[config.mk]
export PLATFORM = sky130hd
export DESIGN_NAME = cla_pipe_adder
export DESIGN_NICKNAME = d
export VERILOG_FILES = /design/src/rtl/cla_pipe_adder.sv
export SDC_FILE = /design/constraint.sdc
export NUM_CORES = 1
export LEC_CHECK = 0
export CORE_ASPECT_RATIO = 1.75
export CORE_UTILIZATION = 30
export DETAILED_ROUTE_END_ITERATION = 7
export PLACE_DENSITY = 0.56
export SETUP_SLACK_MARGIN = 0.15
export SYNTH_ARGS = -nofsm -noshare
export SYNTH_HDL_FRONTEND = slang
export SYNTH_SLANG_ARGS = --single-unit
[constraint.sdc]
create_clock -name clk -period 3.25 [get_ports clk]
set_input_delay 0.65 -clock clk [delete_from_list [all_inputs] [get_ports clk]]
set_output_delay 0.65 -clock clk [all_outputs]
set_load 0.01 [all_outputs]
[src/rtl/cla_pipe_adder.sv]
// rtl/cla_pipe_adder.sv - pipelined carry-lookahead adder with valid/ready handshake
//
// Purpose:
//   WIDTH-bit adder split into STAGES equal segments of SEG = WIDTH/STAGES bits.
//   Each pipeline stage adds one segment using BLOCK-bit lookahead groups. The
//   segment carry is registered into the next stage. The upper operand slices
//   travel with the token and the finished lower sum slices are carried forward.
//   Latency is STAGES cycles and throughput is one result per cycle.
//
// Parameters:
//   WIDTH   operand/sum width (default 16)
//   STAGES  pipeline stages = segments = latency, >= 1 (default 2)
//   BLOCK   lookahead group width; WIDTH % (STAGES*BLOCK) == 0 (default 4)
//
// Ports:
//   clk        in   rising-edge clock
//   reset      in   asynchronous active-low reset
//   in_valid   in   operands valid
//   in_ready   out  operands accepted this cycle
//   a, b       in   WIDTH-bit operands
//   cin        in   carry in
//   out_valid  out  result valid
//   out_ready  in   downstream accepts result
//   z          out  a+b+cin modulo 2^WIDTH
//   cout       out  carry out of bit WIDTH-1
//   ovf        out  signed overflow
//
// Configuration:
//   CLA_OVF_EN  when defined, the operand sign bits ride with each token and a
//               registered signed-overflow flag drives ovf. When undefined,
//               ovf is tied to 0 and no sign registers exist.

module cla_pipe_adder #(
  parameter int WIDTH  = 16,
  parameter int STAGES = 2,
  parameter int BLOCK  = 4
) (
  input  logic             clk,
  input  logic             reset,
  input  logic             in_valid,
  output logic             in_ready,
  input  logic [WIDTH-1:0] a,
  input  logic [WIDTH-1:0] b,
  input  logic             cin,
  output logic             out_valid,
  input  logic             out_ready,
  output logic [WIDTH-1:0] z,
  output logic             cout,
  output logic             ovf
);

  localparam int SEG  = WIDTH / STAGES;
  localparam int NGRP = SEG / BLOCK;
  localparam int LAST = STAGES - 1;

  // One segment of carry-lookahead addition. Returns {carry_out, sum}.
  // Every carry (group and bit level) is an explicit sum of products of
  // generate/propagate terms, so no carry depends on a neighbouring carry.
  function automatic logic [SEG:0] cla_seg(input logic [SEG-1:0] x,
                                           input logic [SEG-1:0] y,
                                           input logic           ci);
    logic [SEG-1:0]  g;
    logic [SEG-1:0]  p;
    logic [SEG-1:0]  c;
    logic [NGRP-1:0] gg;
    logic [NGRP-1:0] gp;
    logic [NGRP:0]   gc;
    logic            t;
    g = x & y;
    p = x ^ y;
    // Group generate / propagate.
    for (int j = 0; j < NGRP; j++) begin
      gg[j] = 1'b0;
      gp[j] = 1'b1;
      for (int i = 0; i < BLOCK; i++) begin
        t = g[j*BLOCK+i];
        for (int n = i + 1; n < BLOCK; n++) t = t & p[j*BLOCK+n];
        gg[j] = gg[j] | t;
        gp[j] = gp[j] & p[j*BLOCK+i];
      end
    end
    // Group carries: C[j] = P[j-1..0]&ci | OR_m G[m]&P[j-1..m+1].
    for (int j = 0; j <= NGRP; j++) begin
      t = ci;
      for (int n = 0; n < j; n++) t = t & gp[n];
      gc[j] = t;
      for (int m = 0; m < j; m++) begin
        t = gg[m];
        for (int n = m + 1; n < j; n++) t = t & gp[n];
        gc[j] = gc[j] | t;
      end
    end
    // Bit carries inside each group, from that group's incoming carry.
    for (int j = 0; j < NGRP; j++) begin
      for (int i = 0; i < BLOCK; i++) begin
        t = gc[j];
        for (int n = 0; n < i; n++) t = t & p[j*BLOCK+n];
        c[j*BLOCK+i] = t;
        for (int m = 0; m < i; m++) begin
          t = g[j*BLOCK+m];
          for (int n = m + 1; n < i; n++) t = t & p[j*BLOCK+n];
          c[j*BLOCK+i] = c[j*BLOCK+i] | t;
        end
      end
    end
    return {gc[NGRP], p ^ c};
  endfunction

  for (genvar k = 0; k < STAGES; k++) begin : g_st
    localparam int IW = WIDTH - k*SEG;  // operand bits still unsummed on entry
    localparam int OW = IW - SEG;       // operand bits handed to the next stage
    localparam int SW = (k + 1) * SEG;  // sum bits complete after this stage

    logic [IW-1:0] ai;
    logic [IW-1:0] bi;
    logic          ci;
    logic          vi;
    logic [SEG:0]  r;
    logic [SW-1:0] sd;
    logic          adv;
    logic          vq;
    logic          cq;
    logic [SW-1:0] sq;

    if (k == 0) begin : g_src
      assign ai = a;
      assign bi = b;
      assign ci = cin;
      assign vi = in_valid;
      assign sd = r[SEG-1:0];
    end else begin : g_chain
      assign ai = g_st[k-1].g_ops.aq;
      assign bi = g_st[k-1].g_ops.bq;
      assign ci = g_st[k-1].cq;
      assign vi = g_st[k-1].vq;
      assign sd = {r[SEG-1:0], g_st[k-1].sq};
    end

    assign r = cla_seg(ai[SEG-1:0], bi[SEG-1:0], ci);

    // A stage may load when it is empty or its contents move on this cycle.
    if (k == LAST) begin : g_tail
      assign adv = ~vq | out_ready;
    end else begin : g_mid
      assign adv = ~vq | g_st[k+1].adv;
    end

    always_ff @(posedge clk or negedge reset) begin
      if (!reset) begin
        vq <= 1'b0;
        cq <= 1'b0;
        sq <= '0;
      end else if (adv) begin
        vq <= vi;
        // Data only moves with a real token, so a bubble leaves the last
        // result visible and quiet.
        if (vi) begin
          cq <= r[SEG];
          sq <= sd;
        end
      end
    end

    if (OW > 0) begin : g_ops
      logic [OW-1:0] aq;
      logic [OW-1:0] bq;
      always_ff @(posedge clk or negedge reset) begin
        if (!reset) begin
          aq <= '0;
          bq <= '0;
        end else if (adv && vi) begin
          aq <= ai[IW-1:SEG];
          bq <= bi[IW-1:SEG];
        end
      end
    end

`ifdef CLA_OVF_EN
    logic sai;
    logic sbi;
    if (k == 0) begin : g_sgn_src
      assign sai = a[WIDTH-1];
      assign sbi = b[WIDTH-1];
    end else begin : g_sgn_chain
      assign sai = g_st[k-1].g_sgn.saq;
      assign sbi = g_st[k-1].g_sgn.sbq;
    end

    if (k < LAST) begin : g_sgn
      logic saq;
      logic sbq;
      always_ff @(posedge clk or negedge reset) begin
        if (!reset) begin
          saq <= 1'b0;
          sbq <= 1'b0;
        end else if (adv && vi) begin
          saq <= sai;
          sbq <= sbi;
        end
      end
    end else begin : g_ovf
      logic ovfq;
      // Overflow: like-signed operands whose sum has the other sign.
      always_ff @(posedge clk or negedge reset) begin
        if (!reset) begin
          ovfq <= 1'b0;
        end else if (adv && vi) begin
          ovfq <= (sai == sbi) & (sd[WIDTH-1] != sai);
        end
      end
    end
`endif
  end

  assign in_ready  = g_st[0].adv;
  assign out_valid = g_st[LAST].vq;
  assign z         = g_st[LAST].sq;
  assign cout      = g_st[LAST].cq;

`ifdef CLA_OVF_EN
  assign ovf = g_st[LAST].g_ovf.ovfq;
`else
  assign ovf = 1'b0;
`endif

endmodule

==> impl_metrics.py <==
metrics = {
    "finish": {
        "area_delta_synth_final_pct": 33.55,
        "fill_cells": 741,
        "multiInputGateArea_mm2": 0.001164,
        "layout_common_cells": "clkdlybuf4s50_1, dfrtp_1, mux2_2, nand2_1",
        "layoutNonFillerInstCount": 339,
        "fin_nets": 312,
        "num_antenna_cells": 0,
        "drive_above_1_share_pct": 16.73,
        "layout.cells.most_common": "clkdlybuf4s50_1",
        "regArea_mm2": 0.001101,
    },
    "detailed_routing": {
        "wirelength_um": 4330,
        "vias": 1606,
        "via_per_inst": 4.737,
        "routedWlPerCell_um": 12.77,
        "initialDrtViolationCount": 53,
        "drt_first_pass_iters": 6,
        "drc": 0,
        "ant_nets": 0,
    },
    "global_route": {
        "track_usage_pct": 12.60,
        "antenna_found_initial": 0,
        "gr-total-overflow": 0,
        "grt_pass1_wl_um": 7396,
        "grt_max_degree": 45,
        "grt_pass1_vias": 1629,
    },
    "floorplan": {
        "boundaryPins": 57,
        "initial_utilization_pct": 30.77,
        "fp-row-count": 42,
        "die_width_um": 68.37,
        "die_area_mm2": 0.008076,
        "fp.dieH_um": 118.1,
        "fp.coreArea_mm2": 0.007515,
    },
    "setup_path": {
        "timing.rr.end": "z[12]",
        "path_class": "input port to register",
        "r2r_cells": 7,
        "critPathCaptureType": "register",
        "worstPathCellList": "clkdlybuf4s50_1 -> ha_1 -> a21o_1 -> a21oi_1 -> o21ai_0 -> fa_1 -> mux2_2",
        "crit_arrival_ns": 2.77,
        "slowest_stage": "fa_1",
        "worstSetupStartpointType": "input port",
        "r2r_setup_slack_ns": 1.11,
        "cp-endpoint": "g_st[0].sq[4]",
        "critPathMaxFanout": 3,
        "slowest_delay_ns": 0.49,
        "worstSetupStartpoint": "a[0]",
        "required_ns": 3.42,
        "rr_startpoint": "g_st[0].g_ops.aq[0]",
    },
    "synth": {
        "syn_inst": 193,
        "syn_avg_cell_area_um2": 11.98,
        "synth_top_area_cell": "dfrtp_1",
        "netlist_area_mm2": 0.002312,
        "synth.distinct_cells": 22,
        "synth-simple-area-share_pct": 7.522,
        "synth.area.top_cells": "dfrtp_1, mux2_2, ha_1, xnor2_1, o21ai_0",
        "synthAdderAreaFrac_pct": 14.29,
        "ys_seq_area_share_pct": 47.62,
        "ys_seq_elements": 44,
        "synth.top_cell.area_share_pct": 47.62,
        "synth_xor_area_share_pct": 4.545,
        "yosysWarningCount": 0,
        "synth_compound_area_share_pct": 9.686,
        "synth_top_family_by_area": "adder cells",
        "synthMuxAreaShare_pct": 14.12,
        "syn_nets": 254,
    },
    "clock_network": {
        "hold_buffers": 0,
        "cts_sinks": 44,
        "cts-root-buf": "clkbuf_16",
        "cts_tree": "yes",
        "cts_setup_buffers": 0,
        "cts_resized": 0,
        "cts-buffers-inserted": 5,
        "clkTransAtPathRegs_ns": 0.06,
        "clockBufferDepth": 2,
        "htreeDepth": 2,
        "worstSkewPairLatency_ns": 0.29,
    },
    "timing": {
        "worstMarginPinSlew_ns": 0.9984,
        "max_freq_ghz": 0.3846,
        "rsz0062_at_grt": "false",
        "final_max_slew_viol_count": 0,
        "hold_viol_final": 0,
        "min_period_ns": 2.600,
        "slew-limit-headroom_pct": 33.44,
        "clock_skew_ns": 0.005299,
        "finalCritPeriodShare_pct": 80.01,
        "setup_violations": 0,
        "tns_ns": 0,
    },
    "power": {
        "peakVddDrop_v": 0.0002142,
        "power_leakage_nw": 1.319,
        "p_per_area_mw_per_mm2": 631.9,
    },
    "place": {
        "globalplace.congestion": 0.7066,
        "portBuffers": 55,
        "dp.cells": 332,
        "hpwl_um": 3350,
    },
    "job": {
        "max-cap-violations": 0,
    },
    "hold_path": {
        "hp-class": "register to register",
    },
    "run_status": {
        "status": "finished clean",
    },
}
power by group:
part | internal (mW) | switching (mW)
clock network | 0.322 | 0.198
registers | 0.694 | 0.0798
logic | 0.391 | 0.267
logic make-up (layout without fill, tap and decap cells):
kind of cell               count (synthesis)  after routing
AOI/OAI and AO/OA                         40             40
xor gates and xnor gates                  12             12
adders and majority gates                 24             24
buffers and inverters                      6             64
DFF                                       44             44
muxes                                     29             29
other                                      1              1
and+or+nand+nor                           37             37
sequential cells by signal (all words and copies together) (netlist names):
register	cells
out_valid	1
g_st.g_ops.bq	8
g_st.g_ops.aq	8
cout	1
g_st.sq	8
g_st.vq	1
g_st.cq	1
z	16
synthesized netlist by cell type:
| cell | n |
|---|---|
| dfrtp_1 | 44 |
| mux2_2 | 29 |
| nand2_1 | 21 |
| ha_1 | 20 |
| o21ai_0 | 20 |
| xnor2_1 | 12 |
| a21oi_1 | 11 |
| nand2b_1 | 8 |
| fa_1 | 4 |
| o211ai_1 | 4 |
| nor2_1 | 3 |
| a21o_1 | 2 |
| buf_2 | 2 |
| buf_4 | 2 |
| buf_6 | 2 |
| nand2_2 | 2 |
| nor3_1 | 2 |
| a2111oi_0 | 1 |
| a211oi_1 | 1 |
| conb_1 | 1 |
| nand3b_2 | 1 |
| o31ai_1 | 1 |
final cells by class:
| class | count | share of cell area, % |
|---|---|---|
| sequential | 44 | 35.66 |
| tap | 88 | 3.566 |
| multi-input combinational | 143 | 37.68 |
| clock buffer | 7 | 4.943 |
| timing repair buffer | 57 | 18.15 |
through the flow:
stage	cell area (um^2)	setup slack [ns]	hold slack (ns)	power [mW]	util, %
finish	3088	0.6496	0.4728	1.951	41.09
global route	3088	0.5161	0.5021	2.097	41.09
CTS	3088	0.6134	0.4821	1.988	41.09
detailed placement	2935	0.3017	0.4690	1.457	39.06
global placement	2935	0.3646	0.4576	1.446	39.06
floorplan	2312	1.027	0.3544	1.147	-
critical path, delay by kind of cell:
family                     cells  cell delay, ns
muxes                          1            0.26
buffers and inverters          1            0.45
adders and majority gates      2            0.81
AOI/OAI and AO/OA              3            0.59
metal layers:
layer / share of wire [%] / wire length, um / GRT usage [%]
met1: 37 / 1591 / 12.37
met2: 56 / 2437 / 22.55
met3: 5.1 / 222 / 4.247
met4: 1.8 / 78 / 5.469
met5: 0 / 0 / 0
how the worst min path moves through the flow:
stage | start | endpoint | slack, ns | cells past startpoint
after detailed placement | z[10] | z[10] | 0.47 | 2
after floorplan | reset | cout | 0.35 | 0
final | z[13] | z[13] | 0.47 | 2
after global routing | g_st[0].sq[6] | g_st[0].sq[6] | 0.50 | 2
after global placement | g_st[0].sq[2] | g_st[0].sq[2] | 0.46 | 2
after CTS | g_st[0].sq[1] | g_st[0].sq[1] | 0.48 | 2
No activity file was read; power rests on OpenSTA's default activity.
